[src/rtl/pwr_seq_mon.sv]
`default_nettype none
// ============================================================================
// Module      : pwr_seq_mon
// Description : Power-rail sequencer and monitor. Enables a regulator on
//               request, waits for its debounced error flag to confirm
//               regulation, and latches a fault on timeout or loss of
//               regulation. FAULT_CNT counts fault entries (saturating).
// Options     : define PWR_SEQ_AUTO_RETRY_EN to leave FAULT automatically
//               after RETRY_HOLDOFF cycles and retry the ramp.
// Revision    : 1.0 - initial release
// ============================================================================
module pwr_seq_mon #(
    parameter int unsigned DEBOUNCE      = 16,
    parameter int unsigned RAMP_TIMEOUT  = 1024,
    parameter int unsigned RETRY_HOLDOFF = 4096
) (
    input  logic       clk,
    input  logic       rst_n,
    input  logic       start,
    input  logic       stop,
    input  logic       clear,
    input  logic       error_n,
    output logic       enable,
    output logic       pwr_good,
    output logic       fault,
    output logic [1:0] state,
    output logic [7:0] fault_cnt
);

    typedef enum logic [1:0] {
        ST_OFF   = 2'b00,
        ST_RAMP  = 2'b01,
        ST_GOOD  = 2'b10,
        ST_FAULT = 2'b11
    } state_t;

    localparam logic [7:0]  DB_MAX    = 8'(DEBOUNCE);
    localparam logic [7:0]  DB_LAST   = 8'(DEBOUNCE - 1);
    localparam logic [15:0] RAMP_LAST = 16'(RAMP_TIMEOUT - 1);

    // Parameter range guards, evaluated at elaboration
    if ((DEBOUNCE < 2) || (DEBOUNCE > 255)) begin : g_bad_debounce
        $error("pwr_seq_mon: DEBOUNCE out of range 2..255");
    end
    if ((RAMP_TIMEOUT <= DEBOUNCE) || (RAMP_TIMEOUT > 65535)) begin : g_bad_ramp
        $error("pwr_seq_mon: RAMP_TIMEOUT out of range DEBOUNCE+1..65535");
    end
    if ((RETRY_HOLDOFF < 1) || (RETRY_HOLDOFF > 65535)) begin : g_bad_holdoff
        $error("pwr_seq_mon: RETRY_HOLDOFF out of range 1..65535");
    end

    state_t      cur_st;
    state_t      nxt_st;
    logic        sync1;
    logic        sync2;
    logic        level_q;
    logic [7:0]  db_cnt;
    logic [15:0] ramp_cnt;
    logic        level_stable;
    logic        confirmed;
    logic        conf_high;
    logic        conf_low;
    logic        entering;
    logic        ramp_expired;
    logic        retry_due;

    // Two-flop synchronizer on the asynchronous error flag, plus a one-cycle
    // history of the synchronized level for change detection
    always_ff @(posedge clk) begin
        if (!rst_n) begin
            sync1   <= 1'b1;
            sync2   <= 1'b1;
            level_q <= 1'b1;
        end else begin
            sync1   <= error_n;
            sync2   <= sync1;
            level_q <= sync2;
        end
    end

    // A level counts as confirmed on the edge where the counter reaches
    // DEBOUNCE (and for as long as it stays saturated), so the FSM reacts on
    // that same edge and the registered outputs follow one cycle later.
    assign level_stable = (sync2 == level_q);
    assign confirmed    = level_stable && (db_cnt >= DB_LAST);
    assign conf_high    = confirmed && sync2;
    assign conf_low     = confirmed && !sync2;
    assign entering     = (nxt_st != cur_st);
    assign ramp_expired = (ramp_cnt == RAMP_LAST) && !conf_high;

    // Debounce counter: restarts on any level change or state entry
    always_ff @(posedge clk) begin
        if (!rst_n) begin
            db_cnt <= '0;
        end else if (entering || !level_stable) begin
            db_cnt <= '0;
        end else if (db_cnt != DB_MAX) begin
            db_cnt <= db_cnt + 8'd1;
        end
    end

    // Ramp counter: held at zero outside RAMP, so it starts at 0 on entry
    always_ff @(posedge clk) begin
        if (!rst_n || (cur_st != ST_RAMP)) begin
            ramp_cnt <= '0;
        end else begin
            ramp_cnt <= ramp_cnt + 16'd1;
        end
    end

`ifdef PWR_SEQ_AUTO_RETRY_EN
    localparam logic [15:0] HOLD_LAST = 16'(RETRY_HOLDOFF - 1);
    logic [15:0] hold_cnt;

    // Retry holdoff counter: held at zero outside FAULT
    always_ff @(posedge clk) begin
        if (!rst_n || (cur_st != ST_FAULT)) begin
            hold_cnt <= '0;
        end else begin
            hold_cnt <= hold_cnt + 16'd1;
        end
    end

    assign retry_due = (hold_cnt == HOLD_LAST);
`else
    assign retry_due = 1'b0;
`endif

    // Next-state logic; STOP outranks fault/timeout, which outranks good
    always_comb begin
        nxt_st = cur_st;
        case (cur_st)
            ST_OFF: begin
                if (start && !stop) nxt_st = ST_RAMP;
            end
            ST_RAMP: begin
                if (stop)              nxt_st = ST_OFF;
                else if (ramp_expired) nxt_st = ST_FAULT;
                else if (conf_high)    nxt_st = ST_GOOD;
            end
            ST_GOOD: begin
                if (stop)          nxt_st = ST_OFF;
                else if (conf_low) nxt_st = ST_FAULT;
            end
            ST_FAULT: begin
                if (clear || stop)  nxt_st = ST_OFF;
                else if (retry_due) nxt_st = ST_RAMP;
            end
            default: nxt_st = ST_OFF;
        endcase
    end

    // State register with outputs registered from the next state
    always_ff @(posedge clk) begin
        if (!rst_n) begin
            cur_st   <= ST_OFF;
            enable   <= 1'b0;
            pwr_good <= 1'b0;
            fault    <= 1'b0;
        end else begin
            cur_st   <= nxt_st;
            enable   <= (nxt_st == ST_RAMP) || (nxt_st == ST_GOOD);
            pwr_good <= (nxt_st == ST_GOOD);
            fault    <= (nxt_st == ST_FAULT);
        end
    end

    // Fault entry counter; CLEAR wins even over a simultaneous entry
    always_ff @(posedge clk) begin
        if (!rst_n || clear) begin
            fault_cnt <= '0;
        end else if ((nxt_st == ST_FAULT) && (cur_st != ST_FAULT) && (fault_cnt != 8'hFF)) begin
            fault_cnt <= fault_cnt + 8'd1;
        end
    end

    assign state = cur_st;

endmodule
`default_nettype wire

[config.mk]
export PLATFORM = sky130hd
export DESIGN_NAME = pwr_seq_mon
export DESIGN_NICKNAME = d
export VERILOG_FILES = /design/src/rtl/pwr_seq_mon.sv
export SDC_FILE = /design/constraint.sdc
export NUM_CORES = 1
export LEC_CHECK = 0
export CAP_MARGIN = 30
export CORE_MARGIN = 2
export CORE_UTILIZATION = 35
export DETAILED_ROUTE_END_ITERATION = 16
export SYNTH_ARGS = -nofsm -noshare
export SYNTH_HDL_FRONTEND = slang
export SYNTH_SLANG_ARGS = --single-unit
[constraint.sdc]
create_clock -name clk -period 2.75 [get_ports clk]
set_input_delay 0.4125 -clock clk [delete_from_list [all_inputs] [get_ports clk]]
set_output_delay 0.4125 -clock clk [all_outputs]
set_load 0.05 [all_outputs]
==> summary.md, run 1 <==
| Metric | Value |
|---|---|
| Status | `finished clean` |
| Post-synth top area share | `38.86%` |
| DR WL/cell | `11.82 um` |
| Post-synth EDFFs | `0` |
| DIE AREA | `6517 sq um` |
| Detailed Route Iter0 Violations | `44` |
| Vias in the first global route | `1512` |
| VDD IR max | `0.0001949 V` |
| Post-synth ARST share | `0%` |
| Pre-antenna DRT Iters | `4` |
| Fillcell total | `582` |
| Setup violators final | `0` |
| Post-synthesis cell type count | `49` |
| Minimum clock period after layout | `2.490 ns` |
| Synth Warn # | `0` |
| Avg Vias per Cell | `4.997` |
| Synth area leader | `dfxtp_1` |
| Clk Latency, worst-skew pair | `0.28 ns` |
| Total number of vias | `1579` |
| WP data arrival | `2.71 ns` |
| Post-CTS Setup Bufs | `0` |
| Pwr dens | `438.6 nW/um^2` |
| Slew headroom | `66.51%` |
| Clock Pin Slew Worst Setup and Hold Paths | `0.08 ns` |
| Max FO, Critical Path | `6` |
| Hold Fails Final Rpt | `0` |
| Total wire length | `3.734 mm` |
| Nets | `255` |
| I/O pin count | `19` |
| CTS tree | `yes` |
| Die Span Y | `80.73 um` |
| Max_cap viols | `0` |
| Clock Tree Buf Depth | `2` |
| Worst Max-Slew Pin Slew | `0.5008 ns` |
| Starting Density | `36.75%` |
| Crit start category | `input port` |
| Root Driver | `clkbuf_8` |
| Critical Path End Type | `register` |
| Total power | `1068 uW` |
| RSZ-0062 raised after global routing | `false` |
| Leak pwr | `0.0008451 uW` |
| Total GRT Usage | `12.96%` |
| Post-route ant nets | `0` |
| TritonCTS buffer count | `5` |
| Part of the cycle the worst path needs | `90.54%` |
| Critical path data required time | `2.97 ns` |
| Clock Sinks | `40` |
| Clk_skew | `0.006078 ns` |
| CORE AREA | `5608 sq um` |
| Initial antenna violation count | `0` |
| Htree depth | `2` |
| Final instance area | `2435 sq um` |
| First-pass GRT wire length | `6.686 mm` |
| Port buffer count | `18` |
| Largest net degree at the start of global routing | `17` |
| ANT cells | `0` |
| Top FF cell, synth | `dfxtp_1` |
| GP Congestion | `0.7536` |
| DRC viols | `0` |
| Gr ovfl total | `0` |
| Cell count after synthesis | `218` |
| Floorplan row count | `27` |
| Setup CP Type | `input port to register` |
| Chip width | `80.73 um` |
| Final Max Tran Viols | `0` |
| Syn_area_per_cell | `9.453 sq um` |
| Fmax | `401.6 MHz` |
| Detailed Place HPWL | `2.740 mm` |
| #FFs+latches synth | `40` |
| Synth Cell Area | `2061 sq um` |
| Hold Crit Class | `register to register` |
| Syn_nets | `230` |
| Register area share after synthesis | `38.86%` |
| Top cells by area, synth | `dfxtp_1 39%, xor2_1 7.7%, nor2_1 4.0%` |
| Area Overhead vs Synth | `18.15%` |
| Ratio of cells with drive above 1 in the final layout | `15.98%` |
| Placed inst area | `2340 sq um` |
## kinds of logic after synthesis
family / synth area share, %
AOI/OAI and AO/OA: 11.54
and+or+nand+nor: 29.87
buffers and inverters: 4.311
xor gates and xnor gates: 9.775
adders and majority gates: 3.643
muxes: 2.004
DFF: 38.86
## per-stage QoR
step / hold WS (ns) / cells / setup slack, ns / utilization [%] / TNS (ns)
global placement: 0.4013 / 308 / 0.04182 / 41.72 / 0
floorplan: 0.3863 / 218 / 0.1615 / - / 0
detailed placement: 0.4009 / 308 / -0.04124 / 41.72 / -0.05391
global route: 0.4583 / 316 / 0.02113 / 43.42 / 0
CTS: 0.4215 / 316 / 0.2587 / 43.33 / 0
finish: 0.4167 / 316 / 0.2602 / 43.42 / 0
## final timing paths
check / cells after the start / start / end / slack, ns
worst min-delay path: 1 / sync1 / sync2 / 0.42
worst min register to register: 1 / sync1 / sync2 / 0.42
worst max-delay path: 9 / stop / fault_cnt[7] / 0.26
worst max register to register: 8 / db_cnt[4] / fault_cnt[7] / 0.34
## cell usage after synthesis, types with 3 or more instances
cell type	instances
and4_1	5
inv_1	8
a31oi_1	3
a21oi_1	6
xnor2_1	5
ha_1	6
mux2i_1	3
nor3_2	8
nand2b_1	4
or3_1	5
nor2_1	22
nand4_1	10
dfxtp_1	40
and2_1	9
o21ai_0	5
nand2_1	10
nand3_1	9
xor2_1	18
nor3_1	3
## layer usage
metal / part of all wire, % / vias to the layer above / track usage [%]
li1: - / 819 / -
met1: 49 / 739 / 16.34
met2: 47 / 17 / 21.92
met3: 3.0 / 4 / 3.444
met4: 0.86 / 0 / 3.559
met5: 0 / - / 0
## critical path, cell delays in order
cell	delay [ns]
clkdlybuf4s50_1	0.50
and4bb_2	0.37
a211oi_4	0.05
a31oi_1	0.27
ha_1	0.20
a21boi_2	0.21
o311ai_2	0.18
or3_1	0.37
a21oi_1	0.14
## registers in the layout, indices dropped and copies added, names as in the netlist
name / cells
ramp_cnt: 16
db_cnt: 8
fault_cnt: 8
state: 2
enable: 1
fault: 1
level_q: 1
pwr_good: 1
sync1: 1
sync2: 1
## placed cells by master, fill, tap and decap left out, types with 3 or more instances in the layout
| master | Yosys | final |
|---|---|---|
| dfxtp_1 | 40 | 40 |
| nor2_1 | 22 | 22 |
| xor2_1 | 18 | 18 |
| clkdlybuf4s50_1 | 0 | 18 |
| nand2_1 | 10 | 10 |
| nand4_1 | 10 | 10 |
| nand3_1 | 9 | 9 |
| and2_1 | 9 | 9 |
| buf_4 | 2 | 9 |
| inv_1 | 8 | 8 |
| nor3_2 | 8 | 8 |
| a21oi_1 | 6 | 6 |
| ha_1 | 6 | 6 |
| clkbuf_8 | 0 | 6 |
| and4_1 | 5 | 5 |
| xnor2_1 | 5 | 5 |
| o21ai_0 | 5 | 5 |
| or3_1 | 5 | 5 |
| nand2b_1 | 4 | 4 |
| nor3_1 | 3 | 3 |
| a31oi_1 | 3 | 3 |
| mux2i_1 | 3 | 3 |
## where the power goes
group | switching [uW] | internal [uW] | leakage [uW]
Clock | 192 | 205 | 0.0000455
Sequential | 8.27 | 587 | 0.000324
Combinational | 43.5 | 33.3 | 0.000476
Total | 244 | 824 | 0.000845
## cell type report
| type | instances | area (sq um) | share of cell area [%] |
|---|---|---|---|
| inverters | 8 | 30.03 | 1.233 |
| repair buffers | 27 | 247.7 | 10.17 |
| flip-flops and latches | 40 | 800.8 | 32.89 |
| clock buffers | 8 | 90.09 | 3.700 |
| well taps | 72 | 90.09 | 3.700 |
| multi-input cells | 161 | 1176 | 48.30 |
## timing repair
item / 4_1_cts / 5_1_grt
resized for setup: 0 / 1
setup endpoints to repair: 0 / 3
hold buffers: 0 / 0
No activity file was read; power rests on OpenSTA's default activity.
==> inputs of run 2 (changes only) <==
--- a/config.mk
+++ b/config.mk
@@ -9,6 +9,7 @@
 export CORE_MARGIN = 2
 export CORE_UTILIZATION = 35
 export DETAILED_ROUTE_END_ITERATION = 16
+export SKIP_CTS_REPAIR_TIMING = 1
 export SYNTH_ARGS = -nofsm -noshare
 export SYNTH_HDL_FRONTEND = slang
 export SYNTH_SLANG_ARGS = --single-unit
==> constraint.sdc (replaced) <==
create_clock -name clk -period 2.5 [get_ports clk]
set_input_delay 0.375 -clock clk [delete_from_list [all_inputs] [get_ports clk]]
set_output_delay 0.375 -clock clk [all_outputs]
set_load 0.05 [all_outputs]
==> run 2 against run 1 <==
Net effect:
- non-clock buffer count up 1
- clock power up 33%
- hold slack worse by 0.0061 ns
- clock-buffer cell count down 3
- critical path type unchanged
- critical endpoint unchanged
==> summary.md, run 2 (synthesis gave the netlist of run 1 again) <==
| Metric | Value |
|---|---|
| Status | `finished clean` |
| Leak pwr | `0.0008706 uW` |
| Highest-count cells in the layout ignoring fill and taps | `38 x dfxtp_1, 22 x nor2_1, 18 x xor2_1` |
| Post-route ant nets | `0` |
| Chip width | `80.73 um` |
| Ratio of cells with drive above 1 in the final layout | `19.59%` |
| VDD IR max | `0.0002597 V` |
| Detailed Route Iter0 Violations | `55` |
| Largest reg by FF count | `ramp_cnt` |
| Detailed Place HPWL | `2.740 mm` |
| ANT cells | `0` |
| Setup CP Type | `input port to register` |
| P_sw | `291.2 uW` |
| Largest net degree at the start of global routing | `17` |
| Pre-CTS WS | `-0.2325 ns` |
| Clock Pin Slew Worst Setup and Hold Paths | `0.08 ns` |
| First-pass GRT wire length | `6.817 mm` |
| Max FO, Critical Path | `6` |
| Gr ovfl total | `0` |
| WP data arrival | `2.51 ns` |
| Total wire length | `3.767 mm` |
| DR WL/cell | `11.88 um` |
| Sequential share of power | `51.5%` |
| Setup slack after layout | `0.2174 ns` |
| Layout Cells excl Fill | `317` |
| Internal | `977.0 uW` |
| Hold Fails Final Rpt | `0` |
| Critical path data required time | `2.73 ns` |
| Cells after DPL | `309` |
| CTS tree | `yes` |
| DRC viols | `0` |
| FF-to-FF path depth | `10` |
| TritonCTS buffer count | `5` |
| Storage element area | `805.8 sq um` |
| Setup violators final | `0` |
| Avg Vias per Cell | `4.950` |
| Floorplan row count | `27` |
| Min-delay src | `sync1` |
| Multi-input logic area | `1206 sq um` |
| Total number of vias | `1569` |
| DIE AREA | `6517 sq um` |
| Clock Sinks | `40` |
| Area Overhead vs Synth | `21.37%` |
| Clk pwr share | `41.7%` |
| Critical Path End Type | `register` |
| GP Congestion | `0.7707` |
| Nets | `256` |
| Hold Path Sink | `sync2` |
| Die Span Y | `80.73 um` |
| Pwr dens | `507.1 nW/um^2` |
| Htree depth | `2` |
| Clk Latency, worst-skew pair | `0.29 ns` |
| I/O pin count | `19` |
| WHS Path Cells | `1` |
| Slew headroom | `57.34%` |
| Crit start category | `input port` |
| Worst Max-Slew Pin Slew | `0.6380 ns` |
| Root Driver | `clkbuf_8` |
| Fmax | `438.1 MHz` |
| Max_cap viols | `0` |
| Fillcell total | `565` |
| Vias in the first global route | `1516` |
| Worst r2r src | `ramp_cnt[0]` |
| Total GRT Usage | `13.17%` |
| Minimum clock period after layout | `2.283 ns` |
| Part of the cycle the worst path needs | `91.30%` |
| Commonest non-fill, non-tap cell in the layout | `dfxtp_1` |
| Largest register FFs | `16` |
| CORE AREA | `5608 sq um` |
| Port buffer count | `18` |
| Hold Crit Class | `register to register` |
| Hold WS | `0.4106 ns` |
| Final Max Tran Viols | `0` |
| Starting Density | `36.75%` |
| R2r endpoint | `fault_cnt[7]` |
| Flop-to-flop setup slack | `0.23 ns` |
| Pre-antenna DRT Iters | `4` |
| Sw Share | `22.96%` |
| Largest registers | `ramp_cnt (16), db_cnt (8), fault_cnt (8)` |
| Clk_skew | `0.006734 ns` |
| Initial antenna violation count | `0` |
| Comb pwr share | `6.8%` |
| Clock Tree Buf Depth | `2` |
| Post-layout util | `44.60%` |
-- run 2: metal layers --
metal	routed length, um	up-vias	global-route usage, %	share of wire (%)
met2	1799	18	21.83	48
met1	1819	728	17.09	48
met4	34	0	3.559	0.90
li1	-	819	-	-
met5	0	-	0	0
met3	114	4	3.333	3.0
-- run 2: cell type report --
| cell class | instances | area share [%] |
|---|---|---|
| tap | 72 | 3.602 |
| clock buffer | 5 | 2.751 |
| timing repair buffer | 28 | 10.31 |
| sequential | 40 | 32.22 |
| inverter | 8 | 1.201 |
| clock inverter | 3 | 1.701 |
| multi-input combinational | 161 | 48.22 |
-- run 2: worst max-delay path: stages --
cell and delay (ns):
clkdlybuf4s50_1 0.46, and4bb_2 0.35, a211oi_4 0.05, a31oi_2 0.21
ha_1 0.18, a21boi_2 0.20, o311ai_2 0.17, or3_1 0.36
a21oi_1 0.14
-- run 2: power by group through the flow --
| stage | logic, uW | registers (uW) | clock network, uW |
|---|---|---|---|
| floorplan | 55.5 | 674 | 0 |
| global placement | 86.0 | 669 | 0 |
| detailed placement | 86.0 | 670 | 0 |
| CTS | 86.2 | 655 | 553 |
| global route | 97.2 | 656 | 581 |
| finish | 86.4 | 653 | 528 |
-- run 2: worst max path at each step --
stage / endpoint / slack [ns] / startpoint
after floorplan: fault_cnt[7] / 0.10 / state[0]
after global placement: fault_cnt[7] / -0.17 / stop
after detailed placement: fault_cnt[7] / -0.23 / stop
after CTS: fault_cnt[7] / 0.08 / stop
after global routing: fault_cnt[7] / -0.01 / ramp_cnt[0]
final: fault_cnt[7] / 0.22 / clear
-- run 2: metrics by stage --
step                      cell area, sq um  total power (uW)  TNS [ns]
after detailed placement              2350             755.7    -1.190
after floorplan                       2063             729.6         0
after global routing                  2501              1334  -0.01199
after CTS                             2461              1293         0
after global placement                2350             755.4   -0.7675
final                                 2501              1268         0
==> inputs of run 3 (changes only) <==
--- a/config.mk
+++ b/config.mk
@@ -8,6 +8,7 @@
 export CAP_MARGIN = 30
 export CORE_MARGIN = 2
 export CORE_UTILIZATION = 35
+export CTS_CLUSTER_DIAMETER = 120
 export DETAILED_ROUTE_END_ITERATION = 16
 export SKIP_CTS_REPAIR_TIMING = 1
 export SYNTH_ARGS = -nofsm -noshare
==> results of run 3 <==
Final layout, timing and power as in run 2 (identical DEF).
